### config.mk
export PLATFORM = sky130hd
export DESIGN_NAME = vec_csr_regs
export DESIGN_NICKNAME = d
export VERILOG_FILES = /design/src/rtl/vec_csr_regs_pkg.sv /design/src/rtl/vec_vlmax_calc.sv /design/src/rtl/vec_csr_regs.sv
export SDC_FILE = /design/constraint.sdc
export NUM_CORES = 1
export LEC_CHECK = 0
export CORE_MARGIN = 2
export CORE_UTILIZATION = 34
export DETAILED_ROUTE_END_ITERATION = 8
export SLEW_MARGIN = 40
export SYNTH_ARGS = -nofsm -noshare
export SYNTH_HDL_FRONTEND = slang
export SYNTH_SLANG_ARGS = --single-unit
### constraint.sdc
create_clock -name clk -period 5.25 [get_ports clk]
set_input_delay 0.525 -clock clk [delete_from_list [all_inputs] [get_ports clk]]
set_output_delay 0.525 -clock clk [all_outputs]
set_load 0.05 [all_outputs]
### src/rtl/vec_csr_regs_pkg.sv
// Shared vector decode/CSR definitions.
// Contents: config FSM state encoding, vtype field positions, vsew/vlmul
// encodings and the position of the vill bit within an XLEN-wide vtype.
package vec_csr_regs_pkg;

  typedef enum logic [1:0] {
    StIdle,
    StUpdate,
    StResp
  } cfg_state_e;

  typedef enum logic [2:0] {
    Sew8  = 3'd0,
    Sew16 = 3'd1,
    Sew32 = 3'd2,
    Sew64 = 3'd3
  } vsew_e;

  typedef enum logic [2:0] {
    Lmul1    = 3'd0,
    Lmul2    = 3'd1,
    Lmul4    = 3'd2,
    Lmul8    = 3'd3,
    LmulRsvd = 3'd4,
    LmulF8   = 3'd5,
    LmulF4   = 3'd6,
    LmulF2   = 3'd7
  } vlmul_e;

  // vtype field positions
  localparam int unsigned VlmulLsb = 0;
  localparam int unsigned VsewLsb  = 3;
  localparam int unsigned VtaBit   = 6;
  localparam int unsigned VmaBit   = 7;
  localparam int unsigned RsvdLsb  = 8;

  function automatic int unsigned vill_bit(input int unsigned xlen);
    return xlen - 1;
  endfunction

endpackage

### src/rtl/vec_vlmax_calc.sv
// Combinational vtype legality check and VLMAX computation.
// Ports:
//   vtype   - candidate vtype value (XLEN bits)
//   vlmax   - VLMAX for vtype, zero-extended to XLEN; 0 when illegal
//   illegal - vtype is not a supported configuration
module vec_vlmax_calc
  import vec_csr_regs_pkg::*;
#(
  parameter int unsigned XLEN = 32,
  parameter int unsigned VLEN = 512,
  parameter int unsigned ELEN = 64
) (
  input  logic [XLEN-1:0] vtype,
  output logic [XLEN-1:0] vlmax,
  output logic            illegal
);

  localparam int unsigned VlmaxW = $clog2(VLEN) + 1;

  logic [2:0]        vlmul;
  logic [2:0]        vsew;
  logic              rsvd_set;
  logic [31:0]       sew_bits;
  logic [31:0]       elen_lim;
  logic [VlmaxW-1:0] base;
  logic [VlmaxW-1:0] scaled;

  // Tail/mask policy bits do not affect legality or VLMAX.
  logic unused_policy;
  assign unused_policy = vtype[VtaBit] ^ vtype[VmaBit];

  always_comb begin
    vlmul    = vtype[VlmulLsb +: 3];
    vsew     = vtype[VsewLsb +: 3];
    rsvd_set = |vtype[XLEN-1:RsvdLsb];
    sew_bits = 32'd8 << vsew;

    // Largest SEW allowed is ELEN * LMUL for fractional LMUL, ELEN otherwise.
    elen_lim = ELEN;
    case (vlmul)
      LmulF8:  elen_lim = ELEN >> 3;
      LmulF4:  elen_lim = ELEN >> 2;
      LmulF2:  elen_lim = ELEN >> 1;
      default: elen_lim = ELEN;
    endcase

    illegal = rsvd_set
            | (vsew > 3'(Sew64))
            | (vlmul == 3'(LmulRsvd))
            | (sew_bits > elen_lim);

    base = VlmaxW'(VLEN) >> ({1'b0, vsew} + 4'd3);
    if (vlmul[2]) begin
      // Fractional: 101 -> >>3, 110 -> >>2, 111 -> >>1
      scaled = base >> (4'd8 - {1'b0, vlmul});
    end else begin
      scaled = base << vlmul[1:0];
    end

    vlmax = illegal ? '0 : XLEN'(scaled);
  end

endmodule

### src/rtl/vec_csr_regs.sv
// Vector configuration CSR block.
// Captures vtype/AVL from vsetvl-family instructions, legality-checks vtype,
// clamps vl to VLMAX, holds architectural vtype/vl/vill and returns the new
// vl to the scalar rd through a valid/ready write-back port.
// Ports:
//   clk, reset                   - clock, synchronous active-high reset
//   cfg_valid_i / cfg_ready_o    - config request handshake from decode
//   vtype_i, vl_i, rd_addr_i     - requested vtype, AVL and destination rd
//   csr_vtype_o, csr_vl_o        - architectural vtype and vl
//   vill_o, vlmax_o              - vill bit and VLMAX of current vtype
//   rd_wr_valid_o / rd_wr_ready_i, rd_wr_addr_o, rd_wr_data_o - rd write-back
module vec_csr_regs
  import vec_csr_regs_pkg::*;
#(
  parameter int unsigned XLEN = 32,
  parameter int unsigned VLEN = 512,
  parameter int unsigned ELEN = 64
) (
  input  logic            clk,
  input  logic            reset,
  input  logic            cfg_valid_i,
  output logic            cfg_ready_o,
  input  logic [XLEN-1:0] vtype_i,
  input  logic [XLEN-1:0] vl_i,
  input  logic [4:0]      rd_addr_i,
  output logic [XLEN-1:0] csr_vtype_o,
  output logic [XLEN-1:0] csr_vl_o,
  output logic            vill_o,
  output logic [XLEN-1:0] vlmax_o,
  output logic            rd_wr_valid_o,
  output logic [4:0]      rd_wr_addr_o,
  output logic [XLEN-1:0] rd_wr_data_o,
  input  logic            rd_wr_ready_i
);

  localparam int unsigned     VillBit   = vill_bit(XLEN);
  localparam logic [XLEN-1:0] VtypeVill = XLEN'(1) << VillBit;

  cfg_state_e      state_q, state_d;
  logic [XLEN-1:0] stage_vtype_q, stage_vtype_d;
  logic [XLEN-1:0] stage_vl_q, stage_vl_d;
  logic [4:0]      stage_rd_q, stage_rd_d;
  logic [XLEN-1:0] csr_vtype_q, csr_vtype_d;
  logic [XLEN-1:0] csr_vl_q, csr_vl_d;

  logic [XLEN-1:0] stage_vlmax;
  logic            stage_illegal;
  logic            unused_csr_illegal;

  // Update path: checks the staged request.
  vec_vlmax_calc #(
    .XLEN(XLEN),
    .VLEN(VLEN),
    .ELEN(ELEN)
  ) u_calc_stage (
    .vtype  (stage_vtype_q),
    .vlmax  (stage_vlmax),
    .illegal(stage_illegal)
  );

  // Observation path: VLMAX of the architectural vtype. An illegal csr_vtype
  // is always the vill encoding, which already yields vlmax = 0.
  vec_vlmax_calc #(
    .XLEN(XLEN),
    .VLEN(VLEN),
    .ELEN(ELEN)
  ) u_calc_csr (
    .vtype  (csr_vtype_q),
    .vlmax  (vlmax_o),
    .illegal(unused_csr_illegal)
  );

  always_comb begin
    state_d       = state_q;
    stage_vtype_d = stage_vtype_q;
    stage_vl_d    = stage_vl_q;
    stage_rd_d    = stage_rd_q;
    csr_vtype_d   = csr_vtype_q;
    csr_vl_d      = csr_vl_q;

    case (state_q)
      StIdle: begin
        if (cfg_valid_i) begin
          stage_vtype_d = vtype_i;
          stage_vl_d    = vl_i;
          stage_rd_d    = rd_addr_i;
          state_d       = StUpdate;
        end
      end
      StUpdate: begin
        if (stage_illegal) begin
          csr_vtype_d = VtypeVill;
          csr_vl_d    = '0;
        end else begin
          csr_vtype_d = stage_vtype_q;
          csr_vl_d    = (stage_vl_q > stage_vlmax) ? stage_vlmax : stage_vl_q;
        end
        state_d = (stage_rd_q != 5'd0) ? StResp : StIdle;
      end
      StResp: begin
        if (rd_wr_ready_i) begin
          state_d = StIdle;
        end
      end
      default: state_d = StIdle;
    endcase
  end

  always_ff @(posedge clk) begin
    if (reset) begin
      state_q       <= StIdle;
      stage_vtype_q <= '0;
      stage_vl_q    <= '0;
      stage_rd_q    <= '0;
      csr_vtype_q   <= VtypeVill;
      csr_vl_q      <= '0;
    end else begin
      state_q       <= state_d;
      stage_vtype_q <= stage_vtype_d;
      stage_vl_q    <= stage_vl_d;
      stage_rd_q    <= stage_rd_d;
      csr_vtype_q   <= csr_vtype_d;
      csr_vl_q      <= csr_vl_d;
    end
  end

  assign cfg_ready_o   = (state_q == StIdle);
  assign csr_vtype_o   = csr_vtype_q;
  assign csr_vl_o      = csr_vl_q;
  assign vill_o        = csr_vtype_q[VillBit];

  // The new vl is already in csr_vl_q while in RESP, so it doubles as the
  // write-back data and stays stable under back-pressure.
  assign rd_wr_valid_o = (state_q == StResp);
  assign rd_wr_addr_o  = rd_wr_valid_o ? stage_rd_q : 5'd0;
  assign rd_wr_data_o  = rd_wr_valid_o ? csr_vl_q : '0;

endmodule

==> qor.txt, run 1 <==
GLOBAL ROUTING
--------------------------------------------------------------------------------
Number of antenna violations at the first check in global routing              0
Pin count of the biggest net entering global routing                          83
Global routing usage on met1                                              0.2263
Aggregate global-route resource usage                                     0.1696
Grt total ovfl                                                                 0
Global-route wire length before repair                                  28010 µm
Met3 Resource Use GR                                                     0.03665
Most used routing layer in global routing                                   met2
Met2 Resource Use GR                                                      0.2699
Vias in the first global route                                              5534

CLOCKING
--------------------------------------------------------------------------------
CTS Sinks                                                                    135
Buffers inserted by post-CTS timing repair                                     0
Maximum clock path buffer count                                                2
Cell chosen for the clock root                                      sky130_fd_sc_hd__clkbuf_16
Number of levels the H-tree was split into                                     4
Hold bufs inserted after CTS                                                   0
CTS-repair resized insts                                                       0
CTS tree                                                                    done
CTS Buf Count                                                                 17
Clock slew at reported path FFs                                          0.06 ns
Worst-Skew Late Latency                                                  0.42 ns

STA
--------------------------------------------------------------------------------
Post-Route Setup TNS                                                        0 ns
Number of pins exceeding their max-slew limit in the final report              0
Share of the clock period used by the worst path                          0.8205
Setup slack after layout                                               0.9422 ns
Worst Clk Skew                                                       0.009264 ns
Worst-margin pin slew                                                  0.7352 ns
Highest clock rate                                                     232.1 MHz
Setup repair after global routing missed its margin                        false
Time the final worst path needs with I/O delays and setup               4.308 ns
Hold Slack                                                             0.4543 ns
Headroom to the max-slew limit                                            0.5098
Number of setup violations in the final report                                 0
Total count of hold-check failures in the final report                         0

FLOORPLANNING
--------------------------------------------------------------------------------
Starting utilization of the core area                                     0.3441
Cell Rows                                                                     51
I/O Pins                                                                     209
Width of the chip                                                       143.9 µm
Core box area                                                        0.01933 mm²
Floorplan die height                                                    143.9 µm
Total die area                                                       0.02070 mm²

SYNTHESIS
--------------------------------------------------------------------------------
Post-synth top flop                                                 sky130_fd_sc_hd__dfxtp_1
Post-synthesis sequential element count                                      135
Syn Area/Cell                                                          7.920 µm²
Number of warning messages in the yosys log                                    0
EDFF count, synth                                                              0
Post-synth ARST share                                                          0
Yosys cell types                                                              65
Sequential share of the synthesized area                                  0.4062
Cell area after synthesis                                           0.006653 mm²
Gate Count Post-Synth                                                        840

FINAL LAYOUT
--------------------------------------------------------------------------------
Antenna cell count                                                             0
Number of nets in the layout                                                1095
End-of-flow core utilization                                              0.4734
Fraction of layout instances using a drive strength above 1              0.05561
Area of combinational cells with multiple inputs                    0.003550 mm²
Fillers                                                                     1910
Layout overhead on the synthesized area                                   37.58%
Reg area                                                            0.002703 mm²

POWER AND IR DROP
--------------------------------------------------------------------------------
Maximum vdd drop                                                     0.0002217 V
Total power density per cell area                                   287.1 mW/mm²
Overall power consumption                                               2.627 mW
Static power due to leakage                                             3.477 nW

WORST SETUP PATH
--------------------------------------------------------------------------------
Kind of launch point of the worst setup path                           flip-flop
Largest fanout of any net on the critical path                                20
Data arrival, critical path                                              4.63 ns
Required time at the worst-slack endpoint                                5.57 ns
Depth of the worst register-to-register path                                  16
Critical path class                                                 flip-flop to flip-flop
Internal reg-to-reg setup slack                                          0.94 ns
Critical Path Sink Type                                                flip-flop

DETAILED ROUTING
--------------------------------------------------------------------------------
Final WL                                                                17610 µm
Total number of vias                                                        6001
Post-detailed-route wirelength per cell                                 13.84 µm
Detail Route Antenna Nets                                                      0
Number of detailed-routing iterations run before antenna repair                5
Number of DRC markers in iteration 0                                         255
Drt via density                                                            4.718
Number of remaining DRC errors                                                 0

PLACEMENT
--------------------------------------------------------------------------------
Post-Place Setup Slack                                                  1.020 ns
Global placement routability congestion                                   0.8673
Hpwl dp                                                                 12770 µm
Input/output buffers                                                         186

RUN
--------------------------------------------------------------------------------
Max capacitance violation total                                                0

WORST HOLD PATH
--------------------------------------------------------------------------------
WHS Path Cells                                                                 2
Worst hold path type                                                flip-flop to flip-flop

RUN STATUS
--------------------------------------------------------------------------------
Status                                                              complete, no violations

flip-flops by register name, indices dropped and copies added, names as in the netlist:
| register | count |
|---|---|
| csr_vl_o | 32 |
| csr_vtype_o | 32 |
| stage_rd_q | 5 |
| stage_vl_q | 32 |
| stage_vtype_q | 32 |
| state_q | 2 |
cells in the mapped netlist (all sizes together) (3+ instances only):
cell type | count | area share
buf | 36 | 0.039
xnor2 | 5 | 0.0066
a211oi | 5 | 0.0083
nand3 | 20 | 0.015
o211ai | 4 | 0.0045
nor2b | 15 | 0.014
nor3 | 11 | 0.0083
and2 | 88 | 0.083
nand4 | 17 | 0.016
nor2 | 37 | 0.021
and4 | 3 | 0.0040
or2 | 5 | 0.0047
o2bb2ai | 3 | 0.0040
a211o | 4 | 0.0053
inv | 13 | 0.0073
nand2b | 10 | 0.0094
a31oi | 4 | 0.0038
dfxtp | 135 | 0.41
nand2 | 185 | 0.10
nor4 | 22 | 0.022
o22ai | 3 | 0.0028
or4 | 3 | 0.0039
o21ai | 15 | 0.011
a21oi | 87 | 0.065
a22oi | 3 | 0.0034
ha | 28 | 0.053
and3 | 3 | 0.0028
clkbuf | 45 | 0.028
cells by family after synthesis:
family,count (synthesis),share of synthesized area
multiplexers,1,0.001505
XOR/XNOR,7,0.009216
adder cells (fa/ha/maj),28,0.05266
flip-flops,135,0.4062
AO/OA/AOI/OAI,150,0.1407
buffers and inverters,94,0.07504
other,1,0.0005637
AND/OR/NAND/NOR,424,0.3141
worst max-delay path, stage by stage, from the launching register on:
cell	delay, ns
sky130_fd_sc_hd__dfxtp_1	0.61
sky130_fd_sc_hd__inv_2	0.12
sky130_fd_sc_hd__ha_1	0.21
sky130_fd_sc_hd__o21ai_0	0.15
sky130_fd_sc_hd__nand2_1	0.08
sky130_fd_sc_hd__ha_1	0.32
sky130_fd_sc_hd__a21oi_1	0.16
sky130_fd_sc_hd__nand3_1	0.17
sky130_fd_sc_hd__a211oi_2	0.25
sky130_fd_sc_hd__buf_4	0.28
sky130_fd_sc_hd__o311ai_1	0.18
sky130_fd_sc_hd__ha_1	0.35
sky130_fd_sc_hd__nand4_1	0.09
sky130_fd_sc_hd__o32ai_1	0.52
sky130_fd_sc_hd__a211o_1	0.40
sky130_fd_sc_hd__a21oi_1	0.12
sky130_fd_sc_hd__o31ai_1	0.21
report_power, final:
part	internal, mW	switching, mW
Combinational	0.131	0.223
Sequential	1.06	0.0320
Clock	0.734	0.447
stage by stage:
stage	cell area, µm²	std cells
6_report	9153	1272
5_1_grt	9153	1272
3_5_place_dp	8554	1240
3_3_place_gp	8538	1239
2_1_floorplan	6731	861
4_1_cts	9146	1272
placed cells by master (no fill, tap or decap), types with 8 or more instances in the layout:
master,n
sky130_fd_sc_hd__clkdlybuf4s50_1,185
sky130_fd_sc_hd__nand2_1,184
sky130_fd_sc_hd__dfxtp_1,135
sky130_fd_sc_hd__a21oi_1,87
sky130_fd_sc_hd__and2_1,86
sky130_fd_sc_hd__nor2_1,36
sky130_fd_sc_hd__ha_1,28
sky130_fd_sc_hd__conb_1,22
sky130_fd_sc_hd__nor4_1,21
sky130_fd_sc_hd__nand3_1,20
sky130_fd_sc_hd__nand4_1,17
sky130_fd_sc_hd__clkbuf_16,17
sky130_fd_sc_hd__nor2b_1,13
sky130_fd_sc_hd__inv_1,12
sky130_fd_sc_hd__nor3_1,11
sky130_fd_sc_hd__nand2b_1,10
sky130_fd_sc_hd__o21ai_0,8
sky130_fd_sc_hd__buf_4,8
path summary, 6_finish.rpt:
kind                                                startpoint                        endpoint
worst min register to register  stage_vtype_q[27]$_SDFFE_PP0P_  stage_vtype_q[27]$_SDFFE_PP0P_
worst max-delay path             stage_vtype_q[1]$_SDFFE_PP0P_        csr_vl_o[1]$_SDFFE_PP0P_
worst max register to register   stage_vtype_q[1]$_SDFFE_PP0P_        csr_vl_o[1]$_SDFFE_PP0P_
worst min-delay path            stage_vtype_q[27]$_SDFFE_PP0P_  stage_vtype_q[27]$_SDFFE_PP0P_
area by class of cell:
cell class / instances / share of cell area
clock inverter: 12 / 0.01367
clock buffer: 20 / 0.05099
inverter: 13 / 0.005332
timing repair buffer: 195 / 0.2107
multi-input combinational: 632 / 0.3878
tap: 265 / 0.03623
sequential: 135 / 0.2953
routing by layer:
| layer | up-vias | part of all wire | routed length (µm) |
|---|---|---|---|
| met1 | 2690 | 0.47 | 8309 |
| met3 | 21 | 0.061 | 1066 |
| met4 | 0 | 0.015 | 265 |
| met5 | - | 0 | 0 |
| li1 | 3112 | - | - |
| met2 | 178 | 0.45 | 7968 |
Power figures use the tool's default switching activity.
==> inputs of run 2 (changes only) <==
clock period = 4.2 ns   (was 5.25 ns; I/O delays follow)
==> run 2 against run 1 <==
Final area grew 1.8%; core utilization rose by 0.84 points; sequential power up 25%; wire length up 1.8%; sequential share of layout area decreased by 0.50 points; cell count rose by 0.79%; clock skew down 0.00063 ns; count of clock-buffer cells in the layout increased by 1; sequential cell count stayed put; combinational power rose by 31%; largest cell class unchanged; highest routed layer unchanged.
==> qor.txt, run 2 (synthesis gave the netlist of run 1 again) <==
POWER AND IR DROP
--------------------------------------------------------------------------------
Clock group share of total power                                           0.460   +0.011
Sw power                                                               0.8834 mW   +26%
Sequential fraction of design power                                        0.403   -0.013
Internal portion of total power                                         2.497 mW   +30%
Static power due to leakage                                             3.728 nW   +7.2%
Total power density per cell area                                   362.9 mW/mm²   +26%
Maximum vdd drop                                                     0.0002697 V   +22%
Combinational group share of total power                                   0.137   +0.003
Switching share of power                                                  0.2613   -0.005715

STA
--------------------------------------------------------------------------------
Setup slack after layout                                               0.3364 ns   -0.6057 ns
Worst-margin pin slew                                                  0.6817 ns   -0.05354 ns
Setup repair after global routing missed its margin                        false
Post-Route Setup TNS                                                        0 ns   unchanged
Number of pins exceeding their max-slew limit in the final report              0   unchanged
Share of the clock period used by the worst path                          0.9199   +0.09936
Total count of hold-check failures in the final report                         0   unchanged
Number of setup violations in the final report                                 0   unchanged
Hold Slack                                                             0.4137 ns   -0.04056 ns
Time the final worst path needs with I/O delays and setup               3.864 ns   -0.4443 ns
Highest clock rate                                                     258.8 MHz   +11%
Headroom to the max-slew limit                                            0.5425   +0.03264
Worst Clk Skew                                                       0.008629 ns   -0.0006343 ns

WORST SETUP PATH
--------------------------------------------------------------------------------
Critical Path Sink Type                                                flip-flop
Required time at the worst-slack endpoint                                4.50 ns   -1.07 ns
Critical path class                                                 flip-flop to flip-flop
Largest fanout of any net on the critical path                                15   -25%
Kind of launch point of the worst setup path                           flip-flop
Data arrival, critical path                                              4.17 ns   -0.46 ns

CLOCKING
--------------------------------------------------------------------------------
CTS Sinks                                                                    135   unchanged
Worst-Skew Late Latency                                                  0.42 ns   about the same
Clock slew at reported path FFs                                          0.06 ns   about the same
Maximum clock path buffer count                                                2   unchanged
Number of levels the H-tree was split into                                     4   unchanged
CTS Buf Count                                                                 17   unchanged
CTS tree                                                                    done
CTS-repair resized insts                                                       0   unchanged
Hold bufs inserted after CTS                                                   0   unchanged
Buffers inserted by post-CTS timing repair                                     0   unchanged
Cell chosen for the clock root                                      sky130_fd_sc_hd__clkbuf_16

FINAL LAYOUT
--------------------------------------------------------------------------------
Commonest non-fill, non-tap cell in the layout                      sky130_fd_sc_hd__nand2_1
Number of nets in the layout                                                1105   +0.91%
Commonest non-fill, non-tap cells in the layout                     sky130_fd_sc_hd__nand2_1 (184), sky130_fd_sc_hd__clkdlybuf4s50_1 (175), sky130_fd_sc_hd__dfxtp_1 (134), sky130_fd_sc_hd__a21oi_1 (87), sky130_fd_sc_hd__and2_1 (86)
Filler-free cell count of the finished design                               1282   +0.79%
Antenna cell count                                                             0   unchanged
Layout overhead on the synthesized area                                   40.02%
Fraction of layout instances using a drive strength above 1              0.06588   +0.01027
Post-route standard cell area excluding fillers                     0.009315 mm²   +1.8%

FLOORPLANNING
--------------------------------------------------------------------------------
Cell Rows                                                                     51   unchanged
Width of the chip                                                       143.9 µm   unchanged
Total die area                                                       0.02070 mm²   unchanged
I/O Pins                                                                     209   unchanged
Starting utilization of the core area                                     0.3441   unchanged
Floorplan die height                                                    143.9 µm   unchanged
Core box area                                                        0.01933 mm²   unchanged

RUN
--------------------------------------------------------------------------------
Max capacitance violation total                                                0   unchanged

PLACEMENT
--------------------------------------------------------------------------------
Input/output buffers                                                         186   unchanged
Area after detailed placement                                       0.008653 mm²   +1.2%
Global placement routability congestion                                   0.8529   -1.7%
Hpwl dp                                                                 13080 µm   +2.4%
Cell count after placement                                                  1250   +0.81%
Post-Place Setup Slack                                                 0.1562 ns   -0.8641 ns

GLOBAL ROUTING
--------------------------------------------------------------------------------
Number of antenna violations at the first check in global routing              0   unchanged
Grt total ovfl                                                                 0   unchanged
Aggregate global-route resource usage                                     0.1731   +0.003522
Vias in the first global route                                              5537   +0.054%
Global-route wire length before repair                                  28320 µm   +1.1%
Pin count of the biggest net entering global routing                          66   -20%

DETAILED ROUTING
--------------------------------------------------------------------------------
Number of detailed-routing iterations run before antenna repair                6   +1
Total number of vias                                                        6068   +1.1%
Detail Route Antenna Nets                                                      0   unchanged
Number of remaining DRC errors                                                 0   unchanged
Drt via density                                                            4.733   +0.33%
Final WL                                                                17920 µm   +1.8%
Number of DRC markers in iteration 0                                         257   +0.78%
Post-detailed-route wirelength per cell                                 13.98 µm   +0.97%

RUN STATUS
--------------------------------------------------------------------------------
Status                                                              complete, no violations

WORST HOLD PATH
--------------------------------------------------------------------------------
Worst hold path type                                                input pin to flip-flop

==> run 2: worst max-delay path: stages, from the launching register on <==
cell,delay [ns]
sky130_fd_sc_hd__dfxtp_1,0.34
sky130_fd_sc_hd__buf_4,0.18
sky130_fd_sc_hd__ha_1,0.19
sky130_fd_sc_hd__o21ai_0,0.15
sky130_fd_sc_hd__nand2_1,0.08
sky130_fd_sc_hd__ha_1,0.32
sky130_fd_sc_hd__a21oi_1,0.15
sky130_fd_sc_hd__nand3_1,0.17
sky130_fd_sc_hd__a211oi_2,0.33
sky130_fd_sc_hd__buf_12,0.18
sky130_fd_sc_hd__o311ai_1,0.16
sky130_fd_sc_hd__ha_1,0.36
sky130_fd_sc_hd__nand4_1,0.09
sky130_fd_sc_hd__o32ai_1,0.41
sky130_fd_sc_hd__buf_4,0.20
sky130_fd_sc_hd__a211oi_4,0.06
sky130_fd_sc_hd__o211ai_1,0.26
sky130_fd_sc_hd__nand3_1,0.10
==> run 2: cell type report <==
type	count	area, µm²
multi-input combinational	632	3567
inverter	13	48.80
clock inverter	11	146.4
sequential	135	2704
tap	265	331.6
fill	1924	10020
clock buffer	21	480.5
timing repair buffer	205	2037
==> run 2: per-stage QoR <==
step / utilization / power (mW)
after global routing: 0.4818 / 3.522
after detailed placement: 0.4476 / 1.849
after floorplan: - / 1.709
after CTS: 0.4800 / 3.419
final: 0.4818 / 3.381
after global placement: 0.4461 / 1.845
==> run 2: metal layers <==
metal  part of all wire  GRT usage
met5                  0          0
met4              0.014    0.05521
met3              0.059    0.03899
met2               0.45     0.2749
met1               0.47     0.2333
==> run 2: worst paths after layout <==
path | cells past startpoint | slack, ns | to | startpoint
max | 17 | 0.34 | csr_vl_o[6]$_SDFFE_PP0P_ | stage_vtype_q[1]$_SDFFE_PP0P_
min | 2 | 0.41 | state_q[0]$_SDFFE_PP0P_ | reset
max reg2reg | 17 | 0.34 | csr_vl_o[6]$_SDFFE_PP0P_ | stage_vtype_q[1]$_SDFFE_PP0P_
min reg2reg | 2 | 0.45 | stage_vl_q[14]$_SDFFE_PP0P_ | stage_vl_q[14]$_SDFFE_PP0P_
==> run 2: power groups by stage <==
stage,Combinational [mW],Sequential (mW),Clock [mW]
2_1_floorplan,0.331,1.38,0
3_3_place_gp,0.457,1.39,0
3_5_place_dp,0.460,1.39,0
4_1_cts,0.461,1.36,1.60
5_1_grt,0.513,1.37,1.64
6_report,0.464,1.36,1.55
==> inputs of run 3 (changes only) <==
==> constraint.sdc (replaced) <==
create_clock -name clk -period 4.2 [get_ports clk]
set_input_delay 0.63 -clock clk [delete_from_list [all_inputs] [get_ports clk]]
set_output_delay 0.63 -clock clk [all_outputs]
set_load 0.05 [all_outputs]
==> run 3 against run 2 <==
Largest power group unchanged; via count increased by 0.84%; cell count rose by 0.16%; highest routed layer unchanged; global-route usage shrank 0.38 points; worst hold slack better by 0.039 ns.
==> qor.txt, run 3 (synthesis gave the netlist of run 1 again) <==
RUN STATUS
--------------------------------------------------------------------------------
Status                                                              complete, no violations

FLOORPLANNING
--------------------------------------------------------------------------------
I/O Pins                                                                     209   unchanged
Width of the chip                                                       143.9 µm   unchanged
Total die area                                                       0.02070 mm²   unchanged
Floorplan die height                                                    143.9 µm   unchanged
Core box area                                                        0.01933 mm²   unchanged
Cell Rows                                                                     51   unchanged
Starting utilization of the core area                                     0.3441   unchanged

DETAILED ROUTING
--------------------------------------------------------------------------------
Total number of vias                                                        6119   +0.84%
Post-detailed-route wirelength per cell                                 13.74 µm   -1.7%
Detail Route Antenna Nets                                                      0   unchanged
Number of remaining DRC errors                                                 0   unchanged
Final WL                                                                17640 µm   -1.6%
Number of DRC markers in iteration 0                                         351   +37%
Drt via density                                                            4.766   +0.68%
Number of detailed-routing iterations run before antenna repair                4   -2

CLOCKING
--------------------------------------------------------------------------------
Cell chosen for the clock root                                      sky130_fd_sc_hd__clkbuf_16
CTS Buf Count                                                                 17   unchanged
CTS Sinks                                                                    135   unchanged
CTS tree                                                                    done
Worst-Skew Late Latency                                                  0.42 ns   about the same
Maximum clock path buffer count                                                2   unchanged
Buffers inserted by post-CTS timing repair                                     0   unchanged
Clock slew at reported path FFs                                          0.06 ns   about the same
Number of levels the H-tree was split into                                     4   unchanged

WORST SETUP PATH
--------------------------------------------------------------------------------
Critical path class                                                 flip-flop to output port
Worst flop-to-flop path startpoint                                  stage_vtype_q[1]$_SDFFE_PP0P_
Capturing point of the worst reg2reg path                           csr_vl_o[0]$_SDFFE_PP0P_
Largest fanout of any net on the critical path                                12   -3
Critical Path Sink Type                                              output port
Depth of the worst register-to-register path                                  17   unchanged
Kind of launch point of the worst setup path                           flip-flop
Data arrival, critical path                                              3.32 ns   -0.85 ns
Required time at the worst-slack endpoint                                3.57 ns   -0.93 ns
Internal reg-to-reg setup slack                                          0.37 ns   +0.03 ns

GLOBAL ROUTING
--------------------------------------------------------------------------------
Global-route wire length before repair                                  27910 µm   -1.5%
Grt total ovfl                                                                 0   unchanged
Vias in the first global route                                              5459   -1.4%
Pin count of the biggest net entering global routing                          72   +9.1%
Aggregate global-route resource usage                                     0.1693   -0.003758
Number of antenna violations at the first check in global routing              0   unchanged

PLACEMENT
--------------------------------------------------------------------------------
Post-Place Setup Slack                                                 0.2778 ns   +0.1216 ns
Global placement routability congestion                                   0.9038   +6.0%
Area after detailed placement                                       0.008651 mm²   about the same
Input/output buffers                                                         186   unchanged
Hpwl dp                                                                 12990 µm   -0.65%

STA
--------------------------------------------------------------------------------
Number of pins exceeding their max-slew limit in the final report              0   unchanged
Highest clock rate                                                     253.1 MHz   -2.2%
Number of setup violations in the final report                                 0   unchanged
Setup slack after layout                                               0.2485 ns   -0.08795 ns
Hold Slack                                                             0.4529 ns   +0.03916 ns
Worst Clk Skew                                                       0.007677 ns   -0.0009520 ns
Share of the clock period used by the worst path                          0.9408   +0.02094
Headroom to the max-slew limit                                            0.4983   -0.04421
Worst-margin pin slew                                                  0.7526 ns   +0.07090 ns
Time the final worst path needs with I/O delays and setup               3.952 ns   +0.08795 ns
Total count of hold-check failures in the final report                         0   unchanged
Post-Route Setup TNS                                                        0 ns   unchanged

RUN
--------------------------------------------------------------------------------
Max capacitance violation total                                                0   unchanged

FINAL LAYOUT
--------------------------------------------------------------------------------
Number of nets in the layout                                                1107   +0.18%
Fillers                                                                     1922   -0.10%
Commonest non-fill, non-tap cell in the layout                      sky130_fd_sc_hd__nand2_1
End-of-flow core utilization                                              0.4812   -0.0005820
Fraction of layout instances using a drive strength above 1              0.06869   +0.002815
Commonest non-fill, non-tap cells in the layout                     sky130_fd_sc_hd__nand2_1 (184), sky130_fd_sc_hd__clkdlybuf4s50_1 (178), sky130_fd_sc_hd__dfxtp_1 (134), sky130_fd_sc_hd__a21oi_1 (87), sky130_fd_sc_hd__and2_1 (86)
Layout overhead on the synthesized area                                   39.85%
Post-route standard cell area excluding fillers                     0.009304 mm²   -0.12%
Antenna cell count                                                             0   unchanged

WORST HOLD PATH
--------------------------------------------------------------------------------
Startpoint of the tightest hold check path                          stage_vl_q[14]$_SDFFE_PP0P_
Hold-critical path endpoint                                         stage_vl_q[14]$_SDFFE_PP0P_
Worst hold path type                                                flip-flop to flip-flop
WHS Path Cells                                                                 2   unchanged

POWER AND IR DROP
--------------------------------------------------------------------------------
Static power due to leakage                                             3.649 nW   -2.1%
Total power density per cell area                                   366.3 mW/mm²   +0.93%
Maximum vdd drop                                                     0.0002612 V   -3.1%

-- run 3: cell types whose count changed in the layout (fill, tap and decap cells not counted), moves of 2 or more --
| cell | change |
|---|---|
| sky130_fd_sc_hd__dlymetal6s2s_1 | -6 |
| sky130_fd_sc_hd__buf_4 | +3 |
| sky130_fd_sc_hd__clkbuf_8 | -3 |
| sky130_fd_sc_hd__clkdlybuf4s50_1 | +3 |
| sky130_fd_sc_hd__dlygate4sd2_1 | +3 |
| sky130_fd_sc_hd__inv_6 | +3 |
| sky130_fd_sc_hd__clkinvlp_4 | -2 |
-- run 3: how the worst max path moves through the flow --
stage                                             start                        to  slack (ns)
after floorplan             csr_vtype_o[0]$_SDFFE_PP0P_                vlmax_o[7]       -0.29
after global placement    stage_vtype_q[1]$_SDFFE_PP0P_  csr_vl_o[0]$_SDFFE_PP0P_        0.35
after detailed placement  stage_vtype_q[1]$_SDFFE_PP0P_  csr_vl_o[0]$_SDFFE_PP0P_        0.28
after CTS                   csr_vtype_o[5]$_SDFFE_PP0P_                vlmax_o[5]        0.02
after global routing        csr_vtype_o[4]$_SDFFE_PP0P_                vlmax_o[6]       -0.02
final                       csr_vtype_o[4]$_SDFFE_PP0P_                vlmax_o[6]        0.25
-- run 3: power breakdown --
group          switching, mW  total (mW)  internal, mW  leakage, nW
Sequential            0.0322        1.36          1.33         1.10
Clock                  0.570        1.58          1.01        0.303
Combinational          0.290       0.465         0.176         2.25
Total                  0.892        3.41          2.52         3.65
-- run 3: final cells by class --
| cell class | count | area, µm² | share of cell area |
|---|---|---|---|
| sequential | 135 | 2704 | 0.2906 |
| tap | 265 | 331.6 | 0.03564 |
| timing repair buffer | 207 | 2021 | 0.2172 |
| clock inverter | 14 | 196.4 | 0.02111 |
| multi-input combinational | 632 | 3563 | 0.3830 |
| inverter | 13 | 48.80 | 0.005245 |
| clock buffer | 18 | 439.2 | 0.04720 |
-- run 3: timing repair --
action,in CTS,in global routing
hold buffers,0,0
endpoints found under the hold margin,0,0
cloned,0,0
setup endpoints to repair,3,13
resized for setup,3,7
-- run 3: through the flow --
step	cells	total power, mW
after floorplan	861	1.709
after detailed placement	1252	1.853
after global placement	1251	1.848
after CTS	1284	3.455
after global routing	1284	3.565
final	1284	3.408
-- run 3: critical path: stages (launching register included) --
cell	delay [ns]
sky130_fd_sc_hd__dfxtp_1	0.58
sky130_fd_sc_hd__nor2b_1	0.14
sky130_fd_sc_hd__and2_1	0.21
sky130_fd_sc_hd__ha_1	0.30
sky130_fd_sc_hd__nor2b_1	0.13
sky130_fd_sc_hd__o21ai_0	0.17
sky130_fd_sc_hd__nand2b_1	0.07
sky130_fd_sc_hd__a21oi_1	0.17
sky130_fd_sc_hd__o21ai_2	0.16
sky130_fd_sc_hd__a21oi_1	0.14
sky130_fd_sc_hd__clkdlybuf4s50_1	0.82
-- run 3: layer usage --
layer / up-vias / global-route usage / share of wire
met5: - / 0 / 0
met4: 0 / 0.04541 / 0.0075
met3: 8 / 0.04765 / 0.065
met2: 210 / 0.2654 / 0.45
met1: 2764 / 0.2286 / 0.48
li1: 3137 / - / -
